### config.mk
export PLATFORM = sky130hd
export DESIGN_NAME = hs_skid_buffer
export DESIGN_NICKNAME = d
export VERILOG_FILES = /design/src/rtl/hs_skid_pkg.sv /design/src/rtl/hs_skid_buffer.sv
export SDC_FILE = /design/constraint.sdc
export NUM_CORES = 1
export LEC_CHECK = 0
export CAP_MARGIN = 20
export CORE_MARGIN = 2
export CORE_UTILIZATION = 40
export DETAILED_ROUTE_END_ITERATION = 16
export GPL_TIMING_DRIVEN = 1
export PLACE_DENSITY = 0.7
export REMOVE_ABC_BUFFERS = 1
export SLEW_MARGIN = 20
export SYNTH_ARGS = -nofsm -noshare
export SYNTH_HDL_FRONTEND = slang
export SYNTH_SLANG_ARGS = --single-unit
### constraint.sdc
create_clock -name clk -period 1.6 [get_ports clk]
set_input_delay 0.32 -clock clk [delete_from_list [all_inputs] [get_ports clk]]
set_output_delay 0.32 -clock clk [all_outputs]
set_load 0.02 [all_outputs]
### src/rtl/hs_skid_pkg.sv
// Shared state and occupancy encodings for the handshake skid buffer.
package hs_skid_pkg;

    typedef enum logic [1:0] {
        ST_EMPTY = 2'd0,
        ST_BUSY  = 2'd1,
        ST_FULL  = 2'd2
    } skid_state_e;

    localparam logic [1:0] LEVEL_EMPTY = 2'd0;
    localparam logic [1:0] LEVEL_ONE   = 2'd1;
    localparam logic [1:0] LEVEL_TWO   = 2'd2;

    function automatic logic [1:0] state_level(input skid_state_e st);
        logic [1:0] lvl;
        lvl = LEVEL_EMPTY;
        case (st)
            ST_BUSY: lvl = LEVEL_ONE;
            ST_FULL: lvl = LEVEL_TWO;
            default: lvl = LEVEL_EMPTY;
        endcase
        return lvl;
    endfunction

endpackage

### src/rtl/hs_skid_buffer.sv
// Valid/ready skid buffer: s_ready is always a flop; REG_FWD also registers the
// forward path (two-entry pipeline), otherwise the payload passes straight through.
//
// state    | meaning
// ---------+------------------------------------------
// ST_EMPTY | nothing held, upstream may send
// ST_BUSY  | output register holds one beat
// ST_FULL  | output register and skid register hold a beat each
module hs_skid_buffer
    import hs_skid_pkg::*;
#(
    parameter int DATA_WIDTH = 16,
    parameter int REG_FWD    = 1
) (
    input  logic                  clk,
    input  logic                  rst,
    input  logic [DATA_WIDTH-1:0] s_data,
    input  logic                  s_valid,
    output logic                  s_ready,
    output logic [DATA_WIDTH-1:0] m_data,
    output logic                  m_valid,
    input  logic                  m_ready,
    output logic [1:0]            level
);

    if (REG_FWD != 0) begin : g_fwd
        skid_state_e           state_q;
        skid_state_e           state_d;
        logic [DATA_WIDTH-1:0] out_q;
        logic [DATA_WIDTH-1:0] skid_q;
        logic                  ready_q;
        logic                  valid_q;
        logic [1:0]            level_q;
        logic                  in_xfer;
        logic                  out_xfer;
        logic                  load_out;
        logic                  load_skid;
        logic                  out_from_skid;

        assign in_xfer  = s_valid & ready_q;
        assign out_xfer = m_ready & valid_q;

        always_ff @(posedge clk or negedge rst) begin
            if (!rst) begin
                state_q <= ST_EMPTY;
            end else begin
                state_q <= state_d;
            end
        end

        always_comb begin
            state_d       = state_q;
            load_out      = 1'b0;
            load_skid     = 1'b0;
            out_from_skid = 1'b0;
            case (state_q)
                ST_EMPTY: begin
                    if (in_xfer) begin
                        load_out = 1'b1;
                        state_d  = ST_BUSY;
                    end
                end
                ST_BUSY: begin
                    if (in_xfer && out_xfer) begin
                        load_out = 1'b1;
                    end else if (in_xfer) begin
                        load_skid = 1'b1;
                        state_d   = ST_FULL;
                    end else if (out_xfer) begin
                        state_d = ST_EMPTY;
                    end
                end
                ST_FULL: begin
                    if (out_xfer) begin
                        load_out      = 1'b1;
                        out_from_skid = 1'b1;
                        state_d       = ST_BUSY;
                    end
                end
                default: state_d = ST_EMPTY;
            endcase
        end

        // Handshake outputs are decoded from the next state so they arrive as flops.
        always_ff @(posedge clk or negedge rst) begin
            if (!rst) begin
                ready_q <= 1'b0;
                valid_q <= 1'b0;
                level_q <= LEVEL_EMPTY;
                out_q   <= '0;
                skid_q  <= '0;
            end else begin
                ready_q <= (state_d != ST_FULL);
                valid_q <= (state_d != ST_EMPTY);
                level_q <= state_level(state_d);
                if (load_out) begin
                    out_q <= out_from_skid ? skid_q : s_data;
                end
                if (load_skid) begin
                    skid_q <= s_data;
                end
            end
        end

        assign s_ready = ready_q;
        assign m_valid = valid_q;
        assign m_data  = out_q;
        assign level   = level_q;
    end else begin : g_comb
        logic [DATA_WIDTH-1:0] skid_q;
        logic                  skid_valid_q;
        logic                  skid_valid_d;
        logic                  ready_q;
        logic                  in_xfer;

        assign in_xfer = s_valid & ready_q;

        always_comb begin
            skid_valid_d = skid_valid_q;
            if (skid_valid_q) begin
                if (m_ready) begin
                    skid_valid_d = 1'b0;
                end
            end else if (in_xfer && !m_ready) begin
                skid_valid_d = 1'b1;
            end
        end

        always_ff @(posedge clk or negedge rst) begin
            if (!rst) begin
                skid_valid_q <= 1'b0;
                ready_q      <= 1'b0;
                skid_q       <= '0;
            end else begin
                skid_valid_q <= skid_valid_d;
                ready_q      <= ~skid_valid_d;
                if (!skid_valid_q && in_xfer && !m_ready) begin
                    skid_q <= s_data;
                end
            end
        end

        // Pass-through is gated by ready_q so a beat offered in the first cycle
        // after reset is not presented downstream before upstream sees it accepted.
        assign s_ready = ready_q;
        assign m_valid = skid_valid_q | (s_valid & ready_q);
        assign m_data  = skid_valid_q ? skid_q : s_data;
        assign level   = skid_valid_q ? LEVEL_ONE : LEVEL_EMPTY;
    end

endmodule

# After elaboration in Yosys (flattened, before gate mapping)
# Cells that the tools add are included.
[word_totals]
regBits = 38
latch_bits = 0
ramBits = 0
mem_bits_ro = 0
in_bits = 20
output_inout_bits = 20
wordCells = 31
mem_count = 0
[op_classes]
add_sub_neg = 0
multipliers = 0
n_div = 0
n_lt_le_gt_ge = 0
eq_ne = 5
n_shift = 0
mux = 15
bitwise = 2
n_reduce_logical = 3
[op_table]
columns = ["operator", "n"]
rows = [
  ["2-to-1 mux 16 bit", 1],
  ["2-to-1 mux 2 bit", 5],
  ["2-to-1 mux 1 bit", 6],
  ["case mux 2 bit (3 select lines)", 1],
  ["equality test 2 x 1 -> 1 bit (second input constant)", 2],
  ["equality test 2 bit (second input constant)", 2],
  ["case mux 2 bit (2 select lines)", 1],
  ["case mux 1 bit (3 select lines)", 1],
  ["bitwise AND 1 bit", 2],
  ["logical NOT 2 bit", 1],
  ["inequality test 2 bit (second input constant)", 1],
  ["nonzero test 2 bit", 1],
  ["logical AND 1 bit", 1],
]

# Logic depth before layout (Yosys ltp)
[depth]
word_depth = 7
depth_mapped = 5
ltp_nobuf = 3

# Least setup slack after synthesis
# Ideal clock, no wire load.
[synth_path]
kind = "register to register"
start = "register g_fwd.valid_q, in the netlist m_valid"
end = "register g_fwd.out_q[10], in the netlist m_data[10]"
setup_ps = 125
arrival_ps = 1490
required_ps = 1475
slack_ps = -15
path_stages_with_launch = 5
path_buffers = 1
period_less_slack_ps = 1615
path_cell_list = "dfrtp_1 > nand4_1 > o211ai_2 > buf_6 > mux2_4"
[synth_via]
elab_chain_len = 4
word_cells_on_any_way = 7
classes_between = "mux: 5; bitwise: 1; reduce/logical: 1"
[synth_lines]
columns = ["item", "line_no", "text"]
rows = [
  ["start, declared", "hs_skid_buffer.sv:32", "logic valid_q;"],
  ["start signal, assigned", "hs_skid_buffer.sv:94", "valid_q <= (state_d != ST_EMPTY);"],
  ["bitwise AND 1 bit *", "hs_skid_buffer.sv:41", "assign out_xfer = m_ready & valid_q;"],
  ["logical AND 1 bit / 2-to-1 mux 1 bit (equally long branches)", "hs_skid_buffer.sv:64, hs_skid_buffer.sv:74", ""],
  ["2-to-1 mux 1 bit (on tied branches)", "hs_skid_buffer.sv:64, hs_skid_buffer.sv:56", ""],
  ["case mux 1 bit (3 select lines) / 2-to-1 mux 16 bit (equally long branches)", "hs_skid_buffer.sv:56, hs_skid_buffer.sv:97", ""],
  ["end signal, assigned", "hs_skid_buffer.sv:97", "out_q <= out_from_skid ? skid_q : s_data;"],
  ["end, declared", "hs_skid_buffer.sv:29", "logic [DATA_WIDTH-1:0] out_q;"],
]
# Mark *: on every way between the ends. The rest lies on a longest branch, timed or not.
# A chain may end at the register's enable or synchronous reset.

# Final worst setup path
[layout_path]
start = "register g_fwd.out_q[2], in the netlist m_data[2]"
end = "output m_data[2]"
[layout_lines]
columns = ["item", "line_no", "text"]
rows = [
  ["end, declared", "hs_skid_buffer.sv:20", "output logic [DATA_WIDTH-1:0] m_data,"],
]
# No word-level cell between the ends.

==> metrics.md <==
| Metric | Value |
|---|---|
| Run status | finished, final reports clean |
| Final hold slack | 0.491 ns |
| Pre-antenna DRT Iters | 4 |
| Placed Area | ~0.0023 mm² |
| Routability cong. | 0.686 |
| Worst Path Required | 1.28 ns |
| IO Count | 40 |
| Layout cell share with drive strength beyond 1 | 44.8% |
| Vias in the first global route | 1172 |
| Syn Std Cell Area | ~0.0018 mm² |
| Initial antenna violation count | 0 |
| Final-report max-slew violation count | 0 |
| Root buf cell | clkbuf_8 |
| Setup Total Neg Slack | 0 ns |
| Worst ir drop on vdd | ~0.0011 V |
| Setup crit end kind | output port |
| # H-tree levels | 2 |
| Nets | between 150 and 200 |
| Crit path time final | approximately 1.6 ns |
| HP Class | in -> async |
| Via Count | 1070 |
| Synth warn | 0 |
| Max_cap viols | 0 |
| Die area | 0.00498 mm² |
| Reg2reg start | g_fwd.state_q[0]$_DFF_PN0_ |
| CP max stage delay | 0.60 ns |
| Post-CTS Setup Bufs | 0 |
| Hold Fails Final Rpt | 0 |
| DR vias/cell | 4.98 |
| Fmax | 0.643 GHz |
| Startpoint types | register |
| CTS buffer count | 5 |
| Starting density of the core | around 41% |
| First-pass GRT wire length | 5580 µm |
| Area contributors post-synth | dfrtp_1, mux2_2, mux2_4 |
| Clk slew on worst S/H paths | 0.07 ns |
| Synth unique cells | 18 |
| Highest routed layer | met4 |
| Clock Path Buffers | 2 |
| Met3 WL | between 200 and 250 µm |
| Slew headroom | 72.4% |
| Worst-path maximum fanout | 2 |
| Slowest-stage cell, CP | clkdlybuf4s50_1 |
| Post-DP HPWL | 2500 µm |
| RSZ-0062 raised after global routing | false |
| Worst R2R Path Depth | 4 |
| Total GRT Usage | between 10% and 20% |
| Slew @ Worst Pin | 0.414 ns |
| Die W | 70.6 µm |
| Data arrival, critical path | roughly 1.2 ns |
| R2R Path End | m_data[8]$_DFFE_PN0P_ |
| Setup CP Type | reg -> out |
| Avg Synthesized Cell Area | 16.1 µm² |
| Post-synthesis sequential area ratio | a little over half |
| Filler cells | about 380 |
| I/O Buffers | 39 |
| Rows | 24 |
| Multi-input logic area | 778 µm² |
| Die height | 70.6 µm |
| GR Overflow Total | 0 |
| Clock Sinks | 38 |
| DR WL met2 | 1710 µm |
| Avg WL per Cell | 15.3 µm |
| Final std cell area, no fill | 0.00241 mm² |
| Met1 WL | ~1300 µm |
| Synth top area share | 53.6% |
| Final setup violation count | 0 |
| Core area | ~0.0043 mm² |
| Critical path cell sequence | clkdlybuf4s50_1 |
| Layout area overhead | 36.1% |
| Yosys reg bits | 38 |
| Critical path's top delay family | buffers and inverters |
| Flop2flop setup slack | ~0.05 ns |
| LEAKAGE | 1.20 nW |
| Fin crit share | a little over nine tenths |
| Final ANT Viol Nets | 0 |
| Largest net degree at the start of global routing | 23 |
| Initial DRC count | 28 |
| DRC | 0 |
| WP buf/inv | 1 |
| Overall Power | 4.61 mW |
| FF/Latch Area | 951 µm² |
| Power Density | around 1900 mW/mm² |
| ANT cells | 0 |
| Synth area leader | dfrtp_1 |
| Synth Instances | 110 |
| Final WL | 3280 µm |
| Worst-Skew Late Latency | approximately 0.29 ns |
| TritonCTS clock tree | built |
| Final Skew | 0.00503 ns |
[area by class of cell]
cell class | count | share of cell area [%]
sequential | 38 | 39.4
clock inverter | 2 | 0.518
multi-input combinational | 68 | 32.2
tap | 52 | 2.69
clock buffer | 6 | 3.42
timing repair buffer | 49 | 21.8
[flip-flops by register name, indices dropped and copies added (netlist names)]
name           count
s_ready            1
m_valid            1
g_fwd.skid_q      16
level              2
m_data            16
g_fwd.state_q      2
[synth_stat cells (all sizes together)]
cell type / number
mux2: 49
dfrtp: 38
nand2: 5
buf: 4
o22ai: 2
a21bo: 1
a21oi: 1
and2: 1
and2b: 1
and3b: 1
nand3: 1
nand4: 1
nand4b: 1
nand4bb: 1
nor2: 1
o211ai: 1
or2: 1
[layout by cell type, fill, tap and decap left out, drive strengths merged]
cell type	Yosys	final
and2b	1	1
clkinvlp	0	1
nand4	1	1
dlygate4sd2	0	7
and3b	1	1
nand4b	1	1
dfrtp	38	38
buf	4	10
clkdlybuf4s50	0	19
a21oi	1	1
and2	1	1
clkbuf	0	6
o22ai	2	2
nand3	1	1
a21bo	1	1
or2	1	1
mux2	49	49
nor2	1	1
nand4bb	1	1
dlymetal6s2s	0	12
clkinv	0	1
dlygate4sd3	0	1
o211ai	1	1
nand2	5	5
[where the power goes]
| group | internal (mW) | leakage [nW] | switching, mW | total, mW |
|---|---|---|---|---|
| clock network | 0.346 | 0.0472 | 0.333 | 0.679 |
| registers | 1.46 | 0.449 | 0.287 | 1.74 |
| logic | 1.28 | 0.704 | 0.910 | 2.19 |
| total | 3.08 | 1.20 | 1.53 | 4.61 |
[through the flow]
step | setup slack (ns) | utilization (%) | cells
floorplan | -0.268 | - | 106
global placement | -0.313 | 52.8 | 206
detailed placement | -0.360 | 52.8 | 206
CTS | 0.000542 | 55.2 | 215
global route | 0.00766 | 55.8 | 215
finish | 0.0441 | 55.8 | 215
[cells by family after synthesis]
group	Yosys count	share of synthesized area [%]
and+or+nand+nor	14	6.28
muxes	49	35.3
AOI/OAI and AO/OA	5	2.26
DFF	38	53.6
buffers and inverters	4	2.54
[worst max path at each step]
stage,start,end,slack [ns],cells after the start
after floorplan,m_valid$_DFF_PN0_,m_data[0]$_DFFE_PN0P_,-0.27,3
after global placement,s_valid,m_data[1]$_DFFE_PN0P_,-0.31,6
after detailed placement,s_valid,m_data[1]$_DFFE_PN0P_,-0.36,6
after CTS,m_data[4]$_DFFE_PN0P_,m_data[4],0.0005,1
after global routing,g_fwd.state_q[0]$_DFF_PN0_,m_data[10]$_DFFE_PN0P_,0.008,4
final,m_data[2]$_DFFE_PN0P_,m_data[2],0.04,1
[routing by layer]
metal  up-vias  track usage [%]
met3         6             5.70
met5         -                0
met4         0             5.45
li1        501                -
met2        33             24.3
met1       530             17.6
[what timing repair did]
| item | CTS | global route |
|---|---|---|
| endpoints found under the setup margin | 21 | 12 |
| gates cloned | 0 | 0 |
| resized for setup | 8 | 12 |
| endpoints found under the hold margin | 16 | 0 |
| pin swaps | 1 | 0 |
| hold buffers | 1 | 0 |
Power figures use the tool's default switching activity.
